$ cat config.mk
export PLATFORM = sky130hd
export DESIGN_NAME = decode_stage
export DESIGN_NICKNAME = d
export VERILOG_FILES = /design/src/rtl/decode_stage.sv
export SDC_FILE = /design/constraint.sdc
export NUM_CORES = 1
export LEC_CHECK = 0
export ABC_AREA = 0
export BUFFER_PORTS_ARGS = -buffer_cell sky130_fd_sc_hd__clkbuf_2
export CAP_MARGIN = 0
export CORE_ASPECT_RATIO = 1.5
export CORE_MARGIN = 3
export CORE_UTILIZATION = 49
export DETAILED_ROUTE_END_ITERATION = 7
export PLACE_DENSITY = 0.74
export SETUP_SLACK_MARGIN = 0.15
export SLEW_MARGIN = 30
export SYNTH_ARGS = -nofsm -noshare
export SYNTH_HDL_FRONTEND = slang
export SYNTH_SLANG_ARGS = --single-unit
export TNS_END_PERCENT = 1
$ cat constraint.sdc
create_clock -name clk -period 1.45 [get_ports clk]
set_input_delay 0.145 -clock clk [delete_from_list [all_inputs] [get_ports clk]]
set_output_delay 0.145 -clock clk [all_outputs]
set_load 0.01 [all_outputs]
$ cat src/rtl/decode_stage.sv
// Registered instruction-decode stage with a 2-entry skid buffer between fetch and register read.
// The decoded bundle is built combinationally from the input and then lands in the main or skid register.
module decode_stage #(
  parameter int unsigned DATA_W     = 32,
  parameter int unsigned LINK_REG   = 31,
  parameter int unsigned ZEXT_LOGIC = 1
) (
  input  logic              clk,
  input  logic              rstn,
  input  logic              flush,
  input  logic              in_valid,
  output logic              in_ready,
  input  logic [31:0]       in_inst,
  input  logic [DATA_W-1:0] in_pc,
  output logic              out_valid,
  input  logic              out_ready,
  output logic [5:0]        opcode,
  output logic [4:0]        rs,
  output logic [4:0]        rt,
  output logic [4:0]        rd,
  output logic [4:0]        sa,
  output logic [5:0]        funct,
  output logic [DATA_W-1:0] imm_ext,
  output logic [DATA_W-1:0] jump_target,
  output logic              wr_en,
  output logic [4:0]        wr_addr,
  output logic [DATA_W-1:0] pc_out
);

  typedef struct packed {
    logic [5:0]        opcode;
    logic [4:0]        rs;
    logic [4:0]        rt;
    logic [4:0]        rd;
    logic [4:0]        sa;
    logic [5:0]        funct;
    logic [DATA_W-1:0] imm_ext;
    logic [DATA_W-1:0] jump_target;
    logic              wr_en;
    logic [4:0]        wr_addr;
    logic [DATA_W-1:0] pc;
  } bundle_t;

  localparam logic [DATA_W-1:0] REGION_MASK = {{(DATA_W-28){1'b1}}, 28'h0};

  bundle_t           dec;
  logic [DATA_W-1:0] pc4;
  bundle_t           main_q, main_d, skid_q, skid_d;
  logic              main_v_q, main_v_d, skid_v_q, skid_v_d;
  logic              accept;

  always_comb begin
    dec         = '0;
    dec.opcode  = in_inst[31:26];
    dec.rs      = in_inst[25:21];
    dec.rt      = in_inst[20:16];
    dec.rd      = in_inst[15:11];
    dec.sa      = in_inst[10:6];
    dec.funct   = in_inst[5:0];
    dec.pc      = in_pc;
    pc4         = in_pc + DATA_W'(4);
    // Only the region bits of pc+4 survive; the low 28 bits come from the instruction.
    dec.jump_target = (pc4 & REGION_MASK) | DATA_W'({in_inst[25:0], 2'b00});

    if (dec.opcode == 6'h0F) begin
      dec.imm_ext = DATA_W'({in_inst[15:0], 16'h0000});
    end else if ((ZEXT_LOGIC != 0) && (dec.opcode inside {6'h0C, 6'h0D, 6'h0E})) begin
      dec.imm_ext = DATA_W'(in_inst[15:0]);
    end else begin
      dec.imm_ext = {{(DATA_W-16){in_inst[15]}}, in_inst[15:0]};
    end

    if (dec.opcode == 6'h00) begin
      dec.wr_addr = dec.rd;
      dec.wr_en   = (dec.funct != 6'h08);
    end else if (dec.opcode == 6'h03) begin
      dec.wr_addr = 5'(LINK_REG);
      dec.wr_en   = 1'b1;
    end else if (dec.opcode inside {6'h02, [6'h04:6'h07], [6'h28:6'h2B]}) begin
      dec.wr_addr = '0;
      dec.wr_en   = 1'b0;
    end else begin
      dec.wr_addr = dec.rt;
      dec.wr_en   = 1'b1;
    end
    if (dec.wr_addr == 5'd0) dec.wr_en = 1'b0;
  end

  assign in_ready = rstn & ~skid_v_q;
  assign accept   = in_valid & in_ready;

  // Skid is only ever occupied while main is stalled, so it always drains into main first.
  always_comb begin
    main_d   = main_q;
    skid_d   = skid_q;
    main_v_d = main_v_q;
    skid_v_d = skid_v_q;
    if (flush) begin
      main_v_d = 1'b0;
      skid_v_d = 1'b0;
    end else if (!main_v_q || out_ready) begin
      if (skid_v_q) begin
        main_d   = skid_q;
        main_v_d = 1'b1;
        skid_v_d = 1'b0;
      end else begin
        main_v_d = accept;
        if (accept) main_d = dec;
      end
    end else if (accept) begin
      skid_d   = dec;
      skid_v_d = 1'b1;
    end
  end

  always_ff @(posedge clk) begin
    if (!rstn) begin
      main_q   <= '0;
      skid_q   <= '0;
      main_v_q <= 1'b0;
      skid_v_q <= 1'b0;
    end else begin
      main_q   <= main_d;
      skid_q   <= skid_d;
      main_v_q <= main_v_d;
      skid_v_q <= skid_v_d;
    end
  end

  assign out_valid   = main_v_q;
  assign opcode      = main_q.opcode;
  assign rs          = main_q.rs;
  assign rt          = main_q.rt;
  assign rd          = main_q.rd;
  assign sa          = main_q.sa;
  assign funct       = main_q.funct;
  assign imm_ext     = main_q.imm_ext;
  assign jump_target = main_q.jump_target;
  assign wr_en       = main_q.wr_en;
  assign wr_addr     = main_q.wr_addr;
  assign pc_out      = main_q.pc;

endmodule

; Word level (Yosys, flattened, before mapping)
; Index checks and enable logic that the tools add are counted.
[classes]
muxes = 9
n_reduce_logical = 13
order_cmp = 4
add_sub_neg = 1
bitwise = 7
eq_ne = 7
[op_table]
columns = cell, n
row1 = two-way mux 134 bit, 2
row2 = two-way mux 32 bit, 2
row3 = "adder 32 x 3 -> 32 bit, second input constant", 1
row4 = bitwise OR 32 x 28 -> 32 bit, 1
row5 = "== test 6 x 4 -> 1 bit, second input constant", 4
row6 = two-way mux 6 bit, 3
row7 = "== test 6 x 2 -> 1 bit, second input constant", 2
row8 = ">= comparator 6 x 3 -> 1 bit, second input constant", 1
row9 = ">= comparator 6 bit, second input constant", 1
row10 = "<= comparator 6 x 3 -> 1 bit, second input constant", 1
row11 = "<= comparator 6 bit, second input constant", 1
row12 = zero test 6 bit, 1
row13 = "!= test 6 x 4 -> 1 bit, second input constant", 1
row14 = AND reduction 3 bit, 2
row15 = nonzero test 3 bit, 2
row16 = zero test 5 bit, 1
row17 = inverter 1 bit, 4
row18 = OR reduction 3 bit, 1
row19 = AND 1 bit, 2
row20 = logical AND 1 bit, 2
row21 = two-way mux 1 bit, 2
row22 = nonzero test 2 bit, 1
row23 = OR reduction 2 bit, 1
row24 = zero test 1 bit, 1
row25 = logical OR 1 bit, 1
[totals]
wordCells = 65
output_inout_bits = 136
register_bits = 270
in_bits = 69

; Logic depth before layout (Yosys ltp)
; Gate-level depths: netlist of run 1.
[depth]
ltp_word = 10
mapped_depth = 8
mapped_depth_nobuf = 5

; Worst setup path before layout of run 1
; Ideal clock, no wire load.
[synth_path]
path_kind = reg2reg
from = register main_v_q, in the netlist out_valid
to = register skid_q[32] (netlist name)
period_less_slack_ns = 1.630
stages_incl_launch_ff = 7
path_slack_ns = -0.180
path_buffers = 2
arrival_time_ns = 1.505
t_required_ns = 1.325
setup_time_ns = 0.125
cell_sequence = dfxtp_1 -> nand2b_1 -> or4_1 -> buf_2 -> buf_6 -> a221oi_1 -> nor3b_1
[synth_via]
elab_chain_len = 4
[synth_rtl]
columns = element, line
row1 = start: declaration, 49  ; logic main_v_q, main_v_d, skid_v_q, skid_v_d;
row2 = start signal: assignment, 125  ; main_v_q <= main_v_d;
row3 = zero test 1 bit, 101  ; end else if (!main_v_q || out_ready) begin
row4 = logical OR 1 bit, 101
row5 = inverter 1 bit (no line), -
row6 = AND reduction 3 bit (no line), -
row7 = end signal: assignment, 124  ; skid_q <= skid_d;
row8 = end: declaration, 48  ; bundle_t main_q, main_d, skid_q, skid_d;
; Every way passes these cells.
; A chain may end at the register's enable or synchronous reset.

; Worst setup path in the final report of run 1
[layout_path]
from = register skid_v_q
to = register skid_q[36] (netlist name)
[layout_via]
elab_chain_len = 4
[layout_rtl]
columns = element, line
row1 = start: declaration, 49
row2 = start signal: assignment, 126  ; skid_v_q <= skid_v_d;
row3 = inverter 1 bit, 89  ; assign in_ready = rstn & ~skid_v_q;
row4 = AND 1 bit, 89
row5 = AND 1 bit, 90  ; assign accept = in_valid & in_ready;
row6 = AND reduction 3 bit (no line), -
; Every way passes these cells.

==> results.cfg, run 1 <==
[sta]
setup_slack_ns = -0.1098
setup_viol = 105
post-route-min-period_ns = 1.560
hold_violations = 0
skew_ns = 0.01481
fmax_mhz = 641.1
min_period_over_period = 1.076
slew_viol_final = 0
rsz0062_at_grt = true

[route]
ant_nets = 0
wirelength_um = 26380
drt_first_iter_violations = 462
post-route-drc-count = 0
wl_per_cell_um = 16.77
vias = 8649
dr.pass1.iters = 5
viasPerCell = 5.498

[run_status]
violations = setup timing
outcome = complete, but fails checks

[cts]
cts_root_buf = clkbuf_16
clk_pin_slew_ns = 0.07
cts_max_level = 1
clkLatencyLatePin_ns = 0.50
cts_tree = done
cts.sinks = 214
clockBufferDepth = 3
cts_inserted_buffers = 21

[cells_and_area]
nNetsFinal = 1374
layout-drive-gt1-share = 0.2582
num-fill-cells = 1625
diodes = 0
syn_to_final_growth_pct = 28.42

[synthesis]
ys_types = 52
yosys.area_share.simple = 0.1801
synthAdderAreaFrac = 0
syn_inst = 1087
synthMuxAreaShare = 0.06685
ys_seq_area_frac = 0.4462
synthFlopType = dfxtp_1
synth_top_family_by_area = compound AO/OA/AOI/OAI gates
async_flop_share = 0
ys_seq_elements = 214
syn-mean-instance-area_sq_um = 8.833
synthXorXnorAreaFrac = 0.002737
syn_area_sq_um = 9602
synth_compound_gate_area_share = 0.2330
yosys_warnings = 0
synth_edf_count = 0

[power]
leakage_nw = 5.844
total_power_w = 0.01279
power_frac_comb = 0.108
ir_drop_uv = 887.6
swShare = 0.2400
p_switching_w = 0.003069
p_per_area_nw_per_um2 = 1037
seq_power_share = 0.481
clkPwrFrac = 0.412
intPower_w = 0.009718

[worst_setup_path]
crit_path_max_incr_delay_ns = 0.59
path_max_fanout = 30
path_buf_inv = 1
r2r_setup_slack_ns = -0.11
end_kind = flip-flop
critical_path_class = reg -> reg
critPathArrivalTime_ns = 1.94
r2r_cells = 4
r2r-end = skid_q[36]$_SDFFE_PN0P_
crit_chain = or4_4, buf_12, a221oi_2, nor3b_1
reg2reg_from = skid_v_q$_SDFFE_PP0P_
worstPathRequired_ns = 1.83
cp-start-kind = flip-flop
critPathTopFamily = simple AND/OR/NAND/NOR gates
crit_slowest_cell = or4_4

[flow_run]
max-cap-violations = 0

[global_routing]
antenna_found_initial = 0
overflow = 0
grt_max_degree = 103
grt_pass1_wl_um = 42220
grtUsageTotal = 0.2410
grt_pass1_vias = 8368

[floorplanning]
io_pins = 205
initial_utilization = 0.5011
dieArea_sq_um = 21350
rows = 62
dieHeight_um = 177.4
die_x_um = 120.3
fp.coreArea_sq_um = 19160

[hold_path]
hp-class = in -> reg
hold_depth = 4
worstHoldEndpoint = skid_q[118]$_SDFFE_PN0P_
hold_start = in_inst[16]

[placed_design]
place_congestion = 0.8452
place_ws_ns = -0.2857
dp_hpwl_um = 17390
numPortBuffers = 202
-- layout make-up --
cell class	instances	area [sq um]	area share
flip-flops and latches	214	4289	0.3478
repair buffers	322	2311	0.1874
well taps	256	320.3	0.02598
clock inverters	2	13.76	0.001116
inverters	4	15.01	0.001218
multi-input cells	742	4740	0.3844
clock buffers	33	641.9	0.05205
-- synth_stat cells, types with 2 or more instances --
library cell,number,area share
nand2_1,279,0.11
dfxtp_1,214,0.45
o211a_1,97,0.10
mux2i_1,63,0.066
clkbuf_1,51,0.020
nand3_1,48,0.025
a21boi_0,41,0.032
a21boi_1,39,0.030
buf_2,36,0.019
buf_4,33,0.026
a21oi_1,21,0.011
o211ai_1,18,0.014
o21ai_0,16,0.0083
nor2_1,15,0.0059
o21a_1,15,0.012
o21ai_1,10,0.0052
a221oi_1,8,0.0073
nand2b_1,8,0.0052
nand4_1,8,0.0052
buf_1,6,0.0023
nor3b_1,5,0.0039
or2_2,5,0.0033
inv_1,4,0.0016
nor2b_1,4,0.0026
a32o_1,3,0.0031
and2_1,3,0.0020
and4_1,3,0.0027
nor3_1,3,0.0016
xor2_1,3,0.0027
a31oi_1,2,0.0013
buf_6,2,0.0023
o22ai_1,2,0.0013
o31ai_1,2,0.0016
or4_1,2,0.0016
-- cells by family after synthesis --
logic type / Yosys count
flip-flops: 214
buffers and inverters: 132
AO/OA/AOI/OAI: 279
multiplexers: 64
other: 1
XOR/XNOR: 3
AND/OR/NAND/NOR: 394
-- sequential cells by signal (all words and copies together), names as in the netlist --
register	flops
funct	5
imm_ext	32
jump_target	9
opcode	6
out_valid	1
pc_out	32
rd	4
rs	4
rt	4
sa	4
skid_q	106
skid_v_q	1
wr_addr	5
wr_en	1
-- metal layers --
| metal | vias up | GRT usage | share of wire |
|---|---|---|---|
| li1 | 4206 | - | - |
| met3 | 60 | 0.04018 | 0.049 |
| met2 | 236 | 0.4450 | 0.53 |
| met5 | - | 0 | 0 |
| met4 | 0 | 0.1007 | 0.038 |
| met1 | 4147 | 0.2725 | 0.39 |
-- worst register-to-register path: stages, from the launching register on --
cell and delay (ns):
dfxtp_4 0.38, or4_4 0.59, buf_12 0.20, a221oi_2 0.20, nor3b_1 0.07
-- power groups by stage --
stage | clock network [W] | logic, W | registers, W
final | 0.00526 | 0.00138 | 0.00615
after floorplan | 0 | 0.000633 | 0.00633
after global routing | 0.00560 | 0.00150 | 0.00616
after detailed placement | 0 | 0.00126 | 0.00628
after CTS | 0.00539 | 0.00137 | 0.00614
after global placement | 0 | 0.00124 | 0.00627
-- layout by cell type (no fill, tap or decap), types with 3 or more instances in the layout --
cell type        n
a21boi_0        22
a21boi_1        58
a21oi_1         21
a221oi_1         4
a221oi_2         4
a32o_1           3
and2_1           3
and4_1           3
buf_12          18
buf_4           48
buf_6            6
clkbuf_1         6
clkbuf_16       22
clkbuf_2       201
clkbuf_8         6
dfxtp_1        212
dlygate4sd3_1   46
inv_1            4
mux2i_1         61
nand2_1        272
nand2_2          8
nand2b_1         7
nand3_1         47
nand4_1          8
nor2_1          15
nor2b_1          3
nor3b_1          5
o211a_1         97
o211ai_1        18
o21a_1          15
o21ai_0          9
o21ai_1         16
or2_2            5
xor2_1           3
-- through the flow --
step	setup TNS [ns]	hold WS, ns	std cells	area [sq um]	utilization
2_1_floorplan	-6.473	0.2798	1088	9686	-
3_3_place_gp	-7.107	0.3807	1490	11080	0.5785
3_5_place_dp	-10.19	0.3867	1490	11080	0.5785
4_1_cts	-5.646	0.003128	1573	12310	0.6425
5_1_grt	-10.89	0.02059	1573	12330	0.6435
6_report	-2.683	0.02715	1573	12330	0.6435
-- what timing repair did --
item / in CTS / in global routing
buffers inserted: 1 / 0
endpoints found under the hold margin: 53 / 0
gates cloned: 1 / 0
hold buffers: 46 / 0
setup endpoints to repair: 213 / 213
resized for setup: 28 / 22
pin swaps: 7 / 4
-- how the worst max path moves through the flow --
| stage | end | depth (start not counted) | slack, ns | startpoint |
|---|---|---|---|---|
| after detailed placement | skid_q[37]$_SDFFE_PN0P_ | 6 | -0.29 | in_inst[2] |
| final | skid_q[36]$_SDFFE_PN0P_ | 4 | -0.11 | skid_v_q$_SDFFE_PP0P_ |
| after floorplan | skid_q[101]$_SDFFE_PN0P_ | 7 | -0.08 | skid_v_q$_SDFFE_PP0P_ |
| after CTS | in_ready | 3 | -0.11 | skid_v_q$_SDFFE_PP0P_ |
| after global routing | skid_q[36]$_SDFFE_PN0P_ | 4 | -0.18 | skid_v_q$_SDFFE_PP0P_ |
| after global placement | skid_q[37]$_SDFFE_PN0P_ | 6 | -0.21 | in_inst[2] |
Power figures use the tool's default switching activity.
==> run 2: changes to the inputs <==
--- a/config.mk
+++ b/config.mk
@@ -6,7 +6,7 @@
 export NUM_CORES = 1
 export LEC_CHECK = 0
 export ABC_AREA = 0
-export BUFFER_PORTS_ARGS = -buffer_cell sky130_fd_sc_hd__clkbuf_2
+export BUFFER_PORTS_ARGS = -buffer_cell sky130_fd_sc_hd__buf_2
 export CAP_MARGIN = 0
 export CORE_ASPECT_RATIO = 1.5
 export CORE_MARGIN = 3
==> results.cfg, run 2 (synthesis results as in run 1) <==
[run_status]
outcome = complete, but fails checks
violations = setup timing

[worst_setup_path]
critical_path_class = reg -> out
end_kind = primary output
worstPathRequired_ns = 1.31
crit_slowest_cell = dfxtp_4
r2r-end = imm_ext[25]$_SDFFE_PN0P_
crit_chain = buf_6, buf_8, buf_12, nor2b_1, buf_2
critPathArrivalTime_ns = 1.42
cp-start-kind = flip-flop
path_buf_inv = 4
critPathTopFamily = buffers and inverters
crit_path_max_incr_delay_ns = 0.36
r2r_cells = 6
path_max_fanout = 3
reg2reg_from = out_valid$_SDFFE_PP0P_
cp.depth = 5
r2r_setup_slack_ns = -0.12

[route]
wirelength_um = 27220
post-route-drc-count = 0
wl_per_cell_um = 17.20
ant_nets = 0
viasPerCell = 5.551
dr.pass1.iters = 5
drt_first_iter_violations = 578
vias = 8782

[cells_and_area]
syn_to_final_growth_pct = 30.54
seqCellArea_sq_um = 4292
multi_input_area_sq_um = 4737
num-fill-cells = 1567
utilization = 0.6542
design_area_sq_um = 12530
final_cell_mix = nand2_1 (271), dfxtp_1 (212), buf_2 (201)
stdcell_count = 1582
mostFrequentLayoutCell = nand2_1
layout-drive-gt1-share = 0.2624
diodes = 0
max_flop_register = skid_q
largest_register_ffs = 106
nNetsFinal = 1383

[placed_design]
dpl_cell_area_sq_um = 11100
dp_hpwl_um = 17600
numPortBuffers = 202
dp_cells = 1490
place_congestion = 0.8210

[global_routing]
grtUsageTotal = 0.2435
grt_pass1_vias = 8447
antenna_found_initial = 0
overflow = 0
grt_pass1_wl_um = 42830
grt_max_degree = 129

[cts]
clk_pin_slew_ns = 0.07
cts_tree = done
cts.sinks = 214
cts_root_buf = clkbuf_16
cts_max_level = 1
clkLatencyLatePin_ns = 0.49
cts_inserted_buffers = 21
clockBufferDepth = 3

[sta]
slew_viol_final = 0
hold_violations = 0
setup_viol = 150
setup_slack_ns = -0.1180
slew_headroom = 0.6153
fmax_mhz = 637.8
post-route-min-period_ns = 1.568
skew_ns = 0.007551
min_period_over_period = 1.081
rsz0062_at_grt = true
worst_pin_slew_ns = 0.5771
whs_ns = 0.02264

[floorplanning]
rows = 62
dieArea_sq_um = 21350
io_pins = 205
dieHeight_um = 177.4
die_x_um = 120.3
fp.coreArea_sq_um = 19160
initial_utilization = 0.5011

[power]
leakage_nw = 6.019
total_power_w = 0.01284
p_per_area_nw_per_um2 = 1025
ir_drop_uv = 935.5

[hold_path]
hold_depth = 3
hp-class = in -> reg
hold_start = in_inst[14]
worstHoldEndpoint = skid_q[116]$_SDFFE_PN0P_

[flow_run]
max-cap-violations = 0
run 2: changes by cell type in the layout (fill, tap and decap cells not counted), sizes merged:
| cell | change |
|---|---|
| inv | +1 |
| clkinv | +2 |
| bufinv | +2 |
| buf | +208 |
| clkbuf | -205 |
| dlygate4sd3 | +1 |
run 2: area by class of cell:
cell class | count | share of cell area
multi-input combinational | 742 | 0.3779
sequential | 214 | 0.3424
timing repair buffer | 331 | 0.2010
clock buffer | 28 | 0.04482
tap | 256 | 0.02555
clock inverter | 7 | 0.007087
inverter | 4 | 0.001198
run 2: worst max-delay path by stage:
stage / end / start / slack [ns]
6_report: in_ready / skid_v_q$_SDFFE_PP0P_ / -0.12
3_5_place_dp: skid_q[37]$_SDFFE_PN0P_ / in_inst[2] / -0.25
2_1_floorplan: skid_q[101]$_SDFFE_PN0P_ / skid_v_q$_SDFFE_PP0P_ / -0.08
5_1_grt: imm_ext[25]$_SDFFE_PN0P_ / out_valid$_SDFFE_PP0P_ / -0.23
3_3_place_gp: skid_q[37]$_SDFFE_PN0P_ / in_inst[2] / -0.23
4_1_cts: in_ready / skid_v_q$_SDFFE_PP0P_ / -0.11
run 2: what timing repair did:
item | CTS | global route
cloned | 2 | 1
endpoints found under the setup margin | 213 | 213
endpoints found under the hold margin | 52 | 0
pin swaps | 14 | 8
hold buffers | 47 | 0
resized for setup | 55 | 24
buffers inserted | 6 | 1
run 2: metal layers:
| layer | track usage | routed length (um) |
|---|---|---|
| met3 | 0.03986 | 1508 |
| met5 | 0 | 0 |
| met1 | 0.2737 | 10480 |
| met2 | 0.4497 | 14040 |
| met4 | 0.1068 | 1192 |
run 2: worst min-delay path: stages:
cell and delay [ns]:
buf_2 0.17, nand2_1 0.07, a21boi_0 0.07
run 2: power breakdown:
part | internal [W] | switching [W]
sequential | 0.00604 | 0.0000980
clock | 0.00307 | 0.00225
combinational | 0.000645 | 0.000734
total | 0.00976 | 0.00308
run 2: through the flow:
step	setup WS, ns	TNS, ns
floorplan	-0.07733	-6.473
global placement	-0.2260	-12.56
detailed placement	-0.2518	-17.20
CTS	-0.1128	-7.882
global route	-0.2275	-19.62
finish	-0.1180	-5.565
